$ cat src/rtl/dmem_bus_ctrl.sv
// -----------------------------------------------------------------------------
// dmem_bus_ctrl
//
// Purpose:
//   Data-side bus master sitting directly after the MEM stage. Each MEM-stage
//   memory request is run as one request/ack transfer on a wishbone-style bus.
//   The full 32-bit read word is handed back to the MEM stage (which does the
//   byte-lane extraction itself). While a transfer is outstanding the block
//   raises a stall request to pipeline control. A transfer is abandoned on a
//   pipeline flush or when the bus fails to acknowledge within TIMEOUT_CYC
//   cycles.
//
// Parameters:
//   TIMEOUT_CYC  maximum BUSY cycles waiting for bus_ack_i (8-bit counter);
//                0 disables the timeout.
//
// Ports:
//   clk, rst            clock (rising edge), asynchronous active-high reset
//   cpu_ce_i/we_i       request valid / write flag from the MEM stage
//   cpu_addr_i/sel_i    word address and byte-lane enables (bit 3 = [31:24])
//   cpu_data_i          lane-replicated write data
//   cpu_data_o          read word returned to the MEM stage
//   stallreq_o          stall request to pipeline control
//   stall_i, flush_i    pipeline held by another source / pipeline flush
//   err_o               one-cycle pulse when a transfer is aborted on timeout
//   bus_*_o             registered bus request (cyc, stb, we, addr, sel, data)
//   bus_data_i/ack_i    bus read data and acknowledge
// -----------------------------------------------------------------------------
module dmem_bus_ctrl #(
  parameter int unsigned TIMEOUT_CYC = 255
) (
  input  logic        clk,
  input  logic        rst,
  input  logic        cpu_ce_i,
  input  logic        cpu_we_i,
  input  logic [31:0] cpu_addr_i,
  input  logic [3:0]  cpu_sel_i,
  input  logic [31:0] cpu_data_i,
  output logic [31:0] cpu_data_o,
  output logic        stallreq_o,
  input  logic        stall_i,
  input  logic        flush_i,
  output logic        err_o,
  output logic        bus_cyc_o,
  output logic        bus_stb_o,
  output logic        bus_we_o,
  output logic [31:0] bus_addr_o,
  output logic [3:0]  bus_sel_o,
  output logic [31:0] bus_data_o,
  input  logic [31:0] bus_data_i,
  input  logic        bus_ack_i
);

  typedef enum logic [1:0] {
    ST_IDLE = 2'd0,
    ST_BUSY = 2'd1,
    ST_WAIT = 2'd2
  } state_e;

  localparam logic [7:0] TO_LIM = TIMEOUT_CYC[7:0];
  localparam logic       TO_EN  = (TIMEOUT_CYC != 32'd0) ? 1'b1 : 1'b0;

  state_e      state_q, state_d;
  logic        cyc_q, cyc_d;
  logic        stb_q, stb_d;
  logic        we_q, we_d;
  logic [31:0] addr_q, addr_d;
  logic [3:0]  sel_q, sel_d;
  logic [31:0] wdata_q, wdata_d;
  logic [31:0] rd_buf_q, rd_buf_d;
  logic [7:0]  cnt_q, cnt_d;
  logic        err_q, err_d;

  logic        req_s;
  logic        busy_s;
  logic        ack_s;
  logic        tmo_s;
  logic        done_s;
  logic [31:0] done_data_s;

  // A new request is only accepted when it is not being flushed away.
  assign req_s  = cpu_ce_i & ~flush_i;
  assign busy_s = (state_q == ST_BUSY);

  // Completion terms in BUSY; flush beats ack, ack beats timeout.
  assign ack_s  = busy_s & ~flush_i & bus_ack_i;
  assign tmo_s  = busy_s & ~flush_i & ~bus_ack_i & TO_EN & (cnt_q == TO_LIM);
  assign done_s = ack_s | tmo_s;

  // Word handed back on completion: a timeout returns 0, and so does a write.
  assign done_data_s = (ack_s & ~we_q) ? bus_data_i : 32'd0;

  // State register.
  always_ff @(posedge clk or posedge rst) begin
    if (rst) begin
      state_q <= ST_IDLE;
    end else begin
      state_q <= state_d;
    end
  end

  // Next-state logic.
  always_comb begin
    state_d = state_q;
    case (state_q)
      ST_IDLE: begin
        if (req_s) begin
          state_d = ST_BUSY;
        end else begin
          state_d = ST_IDLE;
        end
      end
      ST_BUSY: begin
        if (flush_i) begin
          state_d = ST_IDLE;
        end else if (done_s) begin
          // Park in WAIT while the pipeline is frozen so the still-present
          // request is not issued a second time.
          state_d = stall_i ? ST_WAIT : ST_IDLE;
        end else begin
          state_d = ST_BUSY;
        end
      end
      ST_WAIT: begin
        if (~stall_i | flush_i) begin
          state_d = ST_IDLE;
        end else begin
          state_d = ST_WAIT;
        end
      end
      default: begin
        state_d = ST_IDLE;
      end
    endcase
  end

  // Combinational outputs to the MEM stage: stall request and read word.
  always_comb begin
    stallreq_o = 1'b0;
    cpu_data_o = 32'd0;
    case (state_q)
      ST_IDLE: begin
        stallreq_o = req_s;
        cpu_data_o = 32'd0;
      end
      ST_BUSY: begin
        stallreq_o = ~flush_i & ~done_s;
        if (done_s) begin
          cpu_data_o = done_data_s;
        end else begin
          cpu_data_o = 32'd0;
        end
      end
      ST_WAIT: begin
        stallreq_o = 1'b0;
        cpu_data_o = rd_buf_q;
      end
      default: begin
        stallreq_o = 1'b0;
        cpu_data_o = 32'd0;
      end
    endcase
  end

  // Next values of the bus request, read buffer, timeout counter and error.
  always_comb begin
    cyc_d    = cyc_q;
    stb_d    = stb_q;
    we_d     = we_q;
    addr_d   = addr_q;
    sel_d    = sel_q;
    wdata_d  = wdata_q;
    rd_buf_d = rd_buf_q;
    cnt_d    = cnt_q;
    err_d    = 1'b0;
    case (state_q)
      ST_IDLE: begin
        if (req_s) begin
          // The latched copy is authoritative for the whole transfer.
          cyc_d   = 1'b1;
          stb_d   = 1'b1;
          we_d    = cpu_we_i;
          addr_d  = cpu_addr_i;
          sel_d   = cpu_sel_i;
          wdata_d = cpu_data_i;
          cnt_d   = 8'd0;
        end else begin
          cyc_d = 1'b0;
          stb_d = 1'b0;
        end
      end
      ST_BUSY: begin
        if (flush_i) begin
          // Abandon the transfer; any same-cycle ack and its data are dropped.
          cyc_d = 1'b0;
          stb_d = 1'b0;
          we_d  = 1'b0;
        end else if (done_s) begin
          cyc_d    = 1'b0;
          stb_d    = 1'b0;
          we_d     = 1'b0;
          rd_buf_d = done_data_s;
          err_d    = tmo_s;
        end else if (cnt_q != 8'hFF) begin
          cnt_d = cnt_q + 8'd1;
        end else begin
          cnt_d = cnt_q;
        end
      end
      ST_WAIT: begin
        cyc_d = 1'b0;
        stb_d = 1'b0;
      end
      default: begin
        cyc_d = 1'b0;
        stb_d = 1'b0;
        we_d  = 1'b0;
      end
    endcase
  end

  // Datapath registers; reset drops cyc/stb at once, mid-transfer included.
  always_ff @(posedge clk or posedge rst) begin
    if (rst) begin
      cyc_q    <= 1'b0;
      stb_q    <= 1'b0;
      we_q     <= 1'b0;
      addr_q   <= 32'd0;
      sel_q    <= 4'd0;
      wdata_q  <= 32'd0;
      rd_buf_q <= 32'd0;
      cnt_q    <= 8'd0;
      err_q    <= 1'b0;
    end else begin
      cyc_q    <= cyc_d;
      stb_q    <= stb_d;
      we_q     <= we_d;
      addr_q   <= addr_d;
      sel_q    <= sel_d;
      wdata_q  <= wdata_d;
      rd_buf_q <= rd_buf_d;
      cnt_q    <= cnt_d;
      err_q    <= err_d;
    end
  end

  assign bus_cyc_o  = cyc_q;
  assign bus_stb_o  = stb_q;
  assign bus_we_o   = we_q;
  assign bus_addr_o = addr_q;
  assign bus_sel_o  = sel_q;
  assign bus_data_o = wdata_q;
  assign err_o      = err_q;

endmodule

$ cat config.mk
export PLATFORM = sky130hd
export DESIGN_NAME = dmem_bus_ctrl
export DESIGN_NICKNAME = d
export VERILOG_FILES = /design/src/rtl/dmem_bus_ctrl.sv
export SDC_FILE = /design/constraint.sdc
export NUM_CORES = 1
export LEC_CHECK = 0
export CAP_MARGIN = 10
export CORE_MARGIN = 3
export CORE_UTILIZATION = 46
export CTS_CLUSTER_SIZE = 8
export DETAILED_ROUTE_END_ITERATION = 8
export HOLD_SLACK_MARGIN = 0.1
export PLACE_DENSITY = 0.86
export SLEW_MARGIN = 30
export SYNTH_ARGS = -nofsm -noshare
export SYNTH_HDL_FRONTEND = slang
export SYNTH_SLANG_ARGS = --single-unit
export TNS_END_PERCENT = 1
$ cat constraint.sdc
create_clock -name clk -period 7.95 [get_ports clk]
set_input_delay 0.795 -clock clk [delete_from_list [all_inputs] [get_ports clk]]
set_output_delay 0.795 -clock clk [all_outputs]
set_load 0.005 [all_outputs]
# Yosys cells after proc, flatten, opt, wreduce, memory -nomap -nowiden
# Index checks and enable logic that the tools add are counted.
dict set report totals {
  ff_bits 113
}
dict set report op_classes {
  n_mux 24
  n_eq_ne 9
  add_sub_neg 1
  bitwise 15
  n_reduce_logical 6
}
# operator n
set ops {}
lappend ops {{two-way mux 32 bit} 2}
lappend ops {{case mux 32 bit (2 select lines)} 1}
lappend ops {{two-way mux 8 bit} 4}
lappend ops {{case mux 8 bit (2 select lines)} 1}
lappend ops {{adder 8 x 1 -> 8 bit (second input constant)} 1}
lappend ops {{== test 8 bit (second input constant)} 1}
lappend ops {{two-way mux 1 bit} 8}
lappend ops {{two-way mux 2 bit} 4}
lappend ops {{!= test 8 bit (second input constant)} 1}
lappend ops {{bitwise AND 1 bit} 7}
lappend ops {{!= test 2 bit (second input constant)} 3}
lappend ops {{NOT 1 bit} 6}
lappend ops {{case mux 2 bit (3 select lines)} 1}
lappend ops {{AND reduction 3 bit} 2}
lappend ops {{AND reduction 5 bit} 1}
lappend ops {{case mux 1 bit (2 select lines)} 2}
lappend ops {{!= test 3 x 2 -> 1 bit (second input constant)} 1}
lappend ops {{case mux 1 bit (3 select lines)} 1}
lappend ops {{== test 2 x 1 -> 1 bit (second input constant)} 1}
lappend ops {{== test 2 bit (second input constant)} 1}
lappend ops {{logical NOT 2 bit} 1}
lappend ops {{!= test 2 x 1 -> 1 bit (second input constant)} 1}
lappend ops {{bitwise OR 1 bit} 2}
lappend ops {{AND reduction 2 bit} 1}
lappend ops {{nonzero test 2 bit} 1}

# Depth between registers and ports, before layout
dict set report depth {
  ltp_word 8
  ltp_mapped 7
  mapped_depth_nobuf 6
}

# Least setup slack after synthesis
# Ideal clock, no wire load.
dict set report synth_timing {
  path_type {input to output}
  startpoint {input flush_i}
  endpoint {output cpu_data_o[17]}
  t_required_ns 7.155
  path_stages 6
  arrival_ns 1.808
  setup_slack_ns 5.347
  path_buffers 3
  path_cell_list {clkbuf_1 -> nor4bb_1 -> buf_2 -> buf_2 -> a22oi_1 -> nor2b_1}
}
dict set report synth_via {
  elab_chain_len 7
  word_cells_on_any_way 10
  classes_between {3 x mux; 7 x bitwise}
}
# element line
set synth_lines {}
lappend synth_lines {{from (decl)} 42} ;# input logic flush_i,
lappend synth_lines {{NOT 1 bit (no line) *} n/a}
lappend synth_lines {{bitwise AND 1 bit *} {86, 87}}
lappend synth_lines {{bitwise AND 1 bit, on equally long branches} {86, 87}}
lappend synth_lines {{bitwise AND 1 bit, on equally long branches} {91, 87}}
lappend synth_lines {{two-way mux 32 bit / bitwise OR 1 bit (equally long branches)} {91, 88}}
lappend synth_lines {{two-way mux 32 bit *} 148} ;# if (done_s) begin
lappend synth_lines {{case mux 32 bit (2 select lines) *} 141} ;# case (state_q)
lappend synth_lines {{to (decl)} 39} ;# output logic [31:0] cpu_data_o,
# Mark *: on every way between the ends. The rest lies on a longest branch, timed or not.

# Worst setup path after layout
dict set report layout_timing {
  startpoint {register state_q[1]}
  endpoint {output cpu_data_o[15]}
}
dict set report layout_via {
  elab_chain_len 7
  word_cells_on_any_way 11
  classes_between {2 x eq/ne; 3 x mux; 6 x bitwise}
}
# element line
set layout_lines {}
lappend layout_lines {{from (decl)} 63} ;# state_e state_q, state_d;
lappend layout_lines {{from (signal assigned)} 98} ;# state_q <= state_d;
lappend layout_lines {{== test 2 x 1 -> 1 bit} {83, 141}}
lappend layout_lines {{bitwise AND 1 bit} {86, 87}}
lappend layout_lines {{bitwise AND 1 bit, on equally long branches} {86, 87}}
lappend layout_lines {{bitwise AND 1 bit, on equally long branches} {91, 87}}
lappend layout_lines {{two-way mux 32 bit / bitwise OR 1 bit (equally long branches)} {91, 88}}
lappend layout_lines {{two-way mux 32 bit} 148}
lappend layout_lines {{case mux 32 bit (2 select lines) *} 141}
# Marks and branches as above.

==> qor.yml <==
yosys:
  synth-edff-count: 0
  syn_area_um2: 4950
  synth-seq-cells: 113
  post-synth-top-count-cell: "dfrtp_1"
  syn_nets: 493
  avgSynthCellArea_um2: 13.0
  yosysSeqAreaShare: 0.571
  synth_compound_area_frac: 0.153
  synth_mux_area_frac: 0.157
  synth_top_area_share: 0.571
  ys_types: 36
  yosys-top-cells-count: "113 x dfrtp_1, 68 x mux2_2, 33 x a22o_1"
  syn_inst: 381
  synth_area_leaders: "dfrtp_1 57%, mux2_2 15%, a22o_1 5.8%, a22oi_1 4.9%, nor2b_1 4.0%"
  yosysWarnings: 0
  synth_top_family_by_area: "multiplexers"
  synthAdderAreaFrac: 0.0126
  async_reset_ff_frac: 1.00
  synth_top_area_cell: "dfrtp_1"
  synth-xor-area-share: 0
  synthFlopType: "dfrtp_1"
  synthSimpleGateAreaFrac: 0.0667
grt:
  grt_usage: 0.229
  grt_max_degree: 76
  grt_pass1_wl_um: 21000
  overflow: 0
  grt_pass1_vias: 4003
  antenna_found_initial: 0
clocking:
  clk_root_buffer_cell: "clkbuf_8"
  clk_pin_slew_ps: 50
  tritoncts: "yes"
  insertion_delay_ps: 510
  clkSinkCount: 113
  clockBufferDepth: 2
  hold_buffers: 0
  cts_buffers: 17
  post_cts_buffers: 0
  postCtsResizedCells: 0
  cts_htree_levels: 4
setup_path:
  cp_max_fo: 64
  r2r-end: "cnt_q[4]"
  critPathLaunchType: "flop"
  reg2reg_setup_slack_ps: 5660
  required_ps: 7150
  worstReg2RegStart: "state_q[1]"
  cp.arrival_ps: 3250
  reg2regPathDepth: 6
  end_kind: "primary output"
  setup.worst_path.class: "reg -> out"
final_layout:
  synthToLayoutAreaGrowth_pct: 55.0
  final_nets: 695
  n_antenna_cell: 0
  drive_above_1_share: 0.175
  instances_no_fill: 730
drt:
  vias: 3940
  via_per_inst: 5.40
  first_iter_violations: 279
  wl_um: 13900
  drc_errors: 0
  wl_per_cell_um: 19.1
  ant_nets: 0
  dr.pass1.iters: 4
sta:
  fmax_ghz: 0.247
  worstMarginPinSlew_ps: 926
  rsz0062_at_grt: "no"
  hold_violations: 0
  fin_crit_ps: 4050
  max-slew-margin-rel: 0.382
  fin_setup_tns_ps: 0
  finalSetupViolCount: 0
  fin_crit_sh: 0.509
  drv_slew: 0
  skew_ps: 9.07
floorplanning:
  rows: 37
  die-area_um2: 12000
  die_y_um: 110
  start_util: 0.475
  boundaryPins: 212
  core_area_um2: 10400
  die-width_um: 110
hold_path:
  hold_class: "reg -> reg"
  hold_depth: 1
  min_from: "rd_buf_q[28]"
  hold_end: "rd_buf_q[28]"
pwr:
  leakage_nw: 3.11
  power.density_nw_per_um2: 246
  vdd_drop_max_mv: 0.169
run_status:
  status: "finished, final reports clean"
placed_design:
  place.port_buffers: 211
  gp_congestion: 0.844
  dp_cells: 700
  dpl.hpwl_um: 9540
flow_run:
  timing.max_cap.violations: 0
## where the power goes
group	leakage, nW	internal (mW)	total (mW)	switching, mW
Combinational	1.47	0.276	0.408	0.133
Sequential	1.38	0.698	0.774	0.0758
Clock	0.259	0.448	0.703	0.255
## layout by cell type, fill, tap and decap left out, types with 3 or more instances in the layout
cell,netlist,routed
clkdlybuf4s50_1,0,211
dfrtp_1,113,113
mux2_2,68,68
a22o_1,33,33
a22oi_1,32,32
nor2b_1,32,32
clkbuf_16,0,16
inv_1,10,9
nand2_1,9,9
a31oi_1,7,7
o31ai_1,4,4
ha_1,5,4
clkinvlp_4,0,4
buf_4,1,4
a21oi_1,3,3
o21ai_0,3,3
nand3_1,3,3
o211ai_1,3,3
clkinv_2,0,3
## worst max path at each step
stage / startpoint / end / slack [ps] / depth (start not counted)
after floorplan: rst / bus_addr_o[0] / 4170 / 1
after global placement: flush_i / cpu_data_o[15] / 4040 / 6
after detailed placement: flush_i / cpu_data_o[15] / 4000 / 6
after CTS: state_q[1] / cpu_data_o[15] / 3870 / 7
after global routing: state_q[1] / cpu_data_o[15] / 3660 / 7
final: state_q[1] / cpu_data_o[15] / 3900 / 7
## cell type report
type,count,area [um^2]
Clock buffer,20,435
Clock inverter,10,114
Fill cell,687,2740
Inverter,10,40.0
Multi-Input combinational cell,226,1940
Sequential cell,113,2830
Tap cell,136,170
Timing Repair Buffer,215,2140
## flip-flops by register name, indices dropped and copies added, names as in the netlist
signal	cells
bus_addr_o	32
bus_data_o	32
rd_buf_q	32
cnt_q	8
bus_sel_o	4
state_q	2
bus_stb_o	1
bus_we_o	1
err_o	1
## kinds of logic after synthesis
family,count (synthesis)
compound gates,96
mux,69
fa+ha+maj,5
flops,113
buf+inv,42
simple gates,56
## metrics by stage
| step | hold slack, ps | setup slack [ps] | instance area [um^2] | power [mW] | util |
|---|---|---|---|---|---|
| floorplan | 443 | 4170 | 4950 | 0.931 | - |
| global route | 512 | 3660 | 7670 | 1.97 | 0.737 |
| detailed placement | 483 | 4000 | 7120 | 1.19 | 0.684 |
| CTS | 503 | 3870 | 7670 | 1.90 | 0.737 |
| finish | 501 | 3900 | 7670 | 1.89 | 0.737 |
| global placement | 468 | 4040 | 7120 | 1.17 | 0.684 |
## layer usage
metal	global-route usage	routed length (um)
met5	0	0
met4	0.0695	173
met3	0.0881	1400
met2	0.372	6830
met1	0.283	5540
## worst max-delay path, stage by stage, from the launching register on
cell             delay [ps]
dfrtp_1                 400
inv_1                    90
ha_1                    470
nor4bb_4                370
buf_4                   540
a22oi_1                 150
nor2b_1                 180
clkdlybuf4s50_1         520
(Power assumes the default switching activity.)
